## src/rtl/my_fsm_pkg.sv

```systemverilog
// Shared types and constants for the "110" sequence detector.
package my_fsm_pkg;

  // 2-bit state encoding; DET is the only state that drives the flag
  typedef enum logic [1:0] {
    IDLE = 2'd0,
    S1   = 2'd1,
    S11  = 2'd2,
    DET  = 2'd3
  } state_t;

  // Detected pattern, oldest bit in the MSB
  localparam logic [2:0] PATTERN = 3'b110;

endpackage

```

## src/rtl/my_fsm.sv

```systemverilog
// Moore detector for serial pattern "110" with overlap.
// The flag is a pure decode of the state register, so there is no path from in to out.
module my_fsm
  import my_fsm_pkg::*;
(
  input  logic clock,
  input  logic reset,
  input  logic in,
  output logic out
);

  state_t r_state;
  state_t w_next;

  // State register, cleared asynchronously to IDLE
  always_ff @(posedge clock or posedge reset) begin
    if (reset) r_state <= IDLE;
    else       r_state <= w_next;
  end

  // Next-state logic; a run of 1s keeps S11 armed, and DET hands a new 1 to S1 for overlap
  always_comb begin
    w_next = IDLE;
    case (r_state)
      IDLE:    w_next = in ? S1  : IDLE;
      S1:      w_next = in ? S11 : IDLE;
      S11:     w_next = in ? S11 : DET;
      DET:     w_next = in ? S1  : IDLE;
      default: w_next = IDLE;
    endcase
  end

  assign out = (r_state == DET);

endmodule

```

## config.mk

```make
export PLATFORM = sky130hd
export DESIGN_NAME = my_fsm
export DESIGN_NICKNAME = d
export VERILOG_FILES = /design/src/rtl/my_fsm_pkg.sv /design/src/rtl/my_fsm.sv
export SDC_FILE = /design/constraint.sdc
export NUM_CORES = 1
export LEC_CHECK = 0
export BUFFER_PORTS_ARGS = -buffer_cell sky130_fd_sc_hd__buf_2
export CAP_MARGIN = 20
export CORE_AREA = 2 2 39 41
export CTS_BUF_LIST = sky130_fd_sc_hd__clkbuf_4
export DETAILED_ROUTE_END_ITERATION = 16
export DIE_AREA = 0 0 41 43
export HOLD_SLACK_MARGIN = 0.15
export PLACE_DENSITY_LB_ADDON = 0.25
export SYNTH_ARGS = -nofsm -noshare
export SYNTH_HDL_FRONTEND = slang
export SYNTH_SLANG_ARGS = --single-unit
```

## constraint.sdc

```tcl
create_clock -name clock -period 1.5 [get_ports clock]
set_clock_uncertainty 0.2 [all_clocks]
set_input_delay 0.225 -clock clock [delete_from_list [all_inputs] [get_ports clock]]
set_output_delay 0.225 -clock clock [all_outputs]
set_load 0.05 [all_outputs]
```

# Yosys cells after proc, flatten, opt, wreduce, memory -nomap -nowiden
# Index checks and enable logic that the tools add are counted.
totals:
  ramBits: 0
  romBits: 0
  elab_cells: 10
  reg_bits: 2
  in_bits: 3
  output_inout_bits: 1
  latchBits: 0
  mem_count: 0
op_classes:
  n_div: 0
  eq_ne: 3
  n_addsub: 0
  multipliers: 0
  magnitude_cmp: 0
  shifts: 0
  reduce_logical: 2
  n_bitwise: 0
  muxes: 4
ops:
  columns: ["operator", "count"]
  rows:
  - ["2-bit one-hot mux with 3 select lines", 1]
  - ["2-bit equality test, second input constant", 2]
  - ["2-bit by 1-bit equality test with 1-bit output, second input constant", 1]
  - ["2-bit logical NOT", 1]
  - ["1-bit two-way mux", 2]
  - ["2-bit two-way mux", 1]
  - ["2-bit OR reduction", 1]

# Logic depth before layout (Yosys ltp)
depth:
  ltp_word: 3
  ltp_mapped: 3
  depth_no_buf: 3

# Worst setup path after synthesis
# No wires, ideal clock.
synth_path:
  path_kind: "register to register"
  startpoint: "register r_state[0]"
  endpoint: "register r_state[0]"
  path_slack_ns: 0.269
  stages_incl_launch_ff: 4
  path_buffers: 0
  setup_ns: 0.125
  t_required_ns: 1.175
  period_less_slack_ns: 1.231
  t_arrival_ns: 0.905
  path_cell_list: "dfrtp_1 -> inv_1 -> ha_1 -> mux2_4"
synth_between:
  elab_chain_len: 3
  elab_cells_between_ends: 6
  cone_classes: "eq/ne: 3; mux: 1; reduce/logical: 2"
synth_lines:
  columns: ["item", "line", "source"]
  rows:
  - ["start: declaration", "my_fsm.sv:12", "state_t r_state;"]
  - ["start signal: assignment", "my_fsm.sv:18", "else r_state <= w_next;"]
  - ["2-bit equality test or 2-bit logical NOT (tied branches)", "my_fsm.sv:24", "case (r_state)"]
  - ["2-bit OR reduction (no line)", null, null]
  - ["2-bit one-hot mux with 3 select lines *", "my_fsm.sv:24", null]
  - ["via w_next[0]", "my_fsm.sv:13", "state_t w_next;"]
# Mark *: on every way through the listed nets, which the timed path passes. The rest lies on a longest branch.

# Worst setup path in the final report
layout_path:
  startpoint: "register r_state[0]"
  endpoint: "output port out"
layout_between:
  elab_chain_len: 1
layout_lines:
  columns: ["item", "line", "source"]
  rows:
  - ["2-bit equality test", "my_fsm.sv:33", "assign out = (r_state == DET);"]
  - ["end: declaration", "my_fsm.sv:9", "output logic out"]
# No other way between the ends.

==> flow_summary.yaml <==
status:
  status: "complete, no violations"
critical_path:
  cp_data_required_time_ns: 1.07
  crit_path_end_kind: "output pin"
  worstRegToRegCells: 3
  crit_path_start_kind: "flop"
  regToRegSetupSlack_ns: 0.24
  rr_startpoint: "r_state[0]"
  rr_endpoint: "r_state[0]"
  cp_max_fo: 3
  path_class: "flop to output pin"
  crit_arrival_ns: 1.01
job:
  maxCapViolations: 0
floorplanning:
  core_um2: 1380
  dieArea_um2: 1760
  start_util_pct: 9.31
  dieWidth_um: 41
  rows: 14
  io_pins: 4
  die_h_um: 43
clock_tree:
  cts_sinks: 2
  cts_made_buffers: 3
  clockBufferDepth: 2
  cts_root_buf: "clkbuf_4"
  cts_tree: "built"
  cts_resized: 0
  clk_pin_slew_worst_paths_ns: 0.03
  clk_latency_ns: 0.22
  h-tree-depth: 1
sta:
  maxSlewViolCount: 0
  setup_viol: 0
  timing.fmax_mhz: 698
  layout_setup_ws_ns: 0.0678
  slew_headroom_pct: 83.6
  tns_ns: 0
  hold_viol_final: 0
  period_share_pct: 95.5
  period_minus_slack_ns: 1.43
  rsz0062_at_grt: "false"
  tightest_slew_ns: 0.248
final_layout:
  reg_top3: "r_state x2"
  largest_register_ffs: 2
  largest_register: "r_state"
  fin_nets: 26
  antenna_cells: 0
  drive_above_1_share_pct: 44.4
  area_delta_synth_final_pct: 60.2
routing:
  wl_per_cell_um: 5.91
  drc_errors: 0
  first_pass_iters: 2
  postRouteWirelength_um: 201
  antenna_left: 0
  dr_total_vias: 87
  viasPerCell: 2.56
  drt_iter0_drc: 1
yosys:
  synth-edff-count: 0
  synth_seq_area_share_pct: 38.8
  yosys_warnings: 0
  synth_async_sr_flop_share_pct: 100
  ys_top_cells_by_area: "dfrtp_1 (39%), ha_1 (29%), mux2_4 (23%)"
  ys_top_cells_by_count: "ha_1 (3), inv_1 (3), dfrtp_1 (2), mux2_4 (2)"
  synth_top_area_share_pct: 38.8
  synthMuxAreaShare_pct: 23.3
  yosys.area_share.simple_pct: 0
  synthFlopType: "dfrtp_1"
  syn_area_per_cell_um2: 12.9
  synthXorXnorAreaFrac_pct: 0
  synth_fp_nets: 16
  synth_top_family_by_area: "adder cells"
  yosys_register_bits: 2
  synth_area_um2: 129
  synth_cell_type_count: 4
  synth_fa_ha_area_share_pct: 29.1
  synth_top_cell_by_area: "dfrtp_1"
  synthCells: 10
  synth_compound_area_share_pct: 0
placed_design:
  io_buffers: 3
  gp_congestion: 0.454
  dpl_worst_slack_ns: 0.237
power:
  power.leakage_nw: 0.112
  ir_drop_v: 0.000232
  power.total_uw: 353
  p_per_area_nw_per_um2: 1710
global_route:
  grt_pass1_wl_um: 331
  overflow: 0
  grt_max_degree: 4
  grt_util_all_layers_pct: 3.81
  grt_pass1_vias: 97
  antenna_found_initial: 0
hold_path:
  hold_path_class: "input pin to async pin"
==> worst max-delay path by stage <==
stage / start / slack [ns] / cells after the start / to
after floorplan: r_state[0] / 0.27 / 3 / r_state[0]
after global placement: r_state[0] / 0.25 / 3 / r_state[0]
after detailed placement: r_state[0] / 0.24 / 3 / r_state[0]
after CTS: r_state[0] / 0.05 / 2 / out
after global routing: r_state[0] / 0.02 / 2 / out
final: r_state[0] / 0.07 / 2 / out
==> worst max-delay path, stage by stage, from the launching register on <==
cell     delay [ns]
dfrtp_1        0.39
ha_1           0.20
buf_2          0.20
==> cell families after synthesis <==
logic type	Yosys count
buffers and inverters	3
adder cells (fa/ha/maj)	3
flip-flops	2
multiplexers	2
==> repair_timing <==
action | 4_1_cts | 5_1_grt
hold buffers | 2 | 0
endpoints found under the hold margin | 4 | 0
setup buffers | 0 | 0
==> where the power goes <==
part           internal [mW]  switching [mW]
sequential            0.0789          0.0198
combinational         0.0753          0.0616
clock                 0.0881          0.0289
==> cells in the final DEF, fill, tap and decap left out, drive strengths merged <==
cell / n
buf: 3
ha: 3
inv: 3
clkbuf: 3
mux2: 2
dfrtp: 2
dlygate4sd3: 2
==> stage by stage <==
stage | area (um^2) | utilization, % | cells | hold WS, ns
2_1_floorplan | 129 | - | 10 | -0.234
3_3_place_gp | 164 | 11.8 | 29 | -0.127
3_5_place_dp | 164 | 11.8 | 29 | -0.121
4_1_cts | 206 | 14.9 | 34 | 0.198
5_1_grt | 206 | 14.9 | 34 | 0.214
6_report | 206 | 14.9 | 34 | 0.206
==> routing by layer <==
layer | track usage, % | vias to the layer above | part of all wire [%] | wire (um)
met2 | 3.75 | 4 | 45 | 91
met5 | 0 | - | 0 | 0
met3 | 3.14 | 0 | 16 | 33
met1 | 2.56 | 37 | 38 | 76
met4 | 8.00 | 0 | 0 | 0
li1 | - | 46 | - | -
==> final cells by class <==
class	count	area (um^2)
Clock buffer	3	22.5
Fill cell	155	1180
Inverter	3	11.3
Multi-Input combinational cell	5	67.6
Sequential cell	2	50.0
Tap cell	16	20.0
Timing Repair Buffer	5	35.0
(Power assumes the default switching activity.)
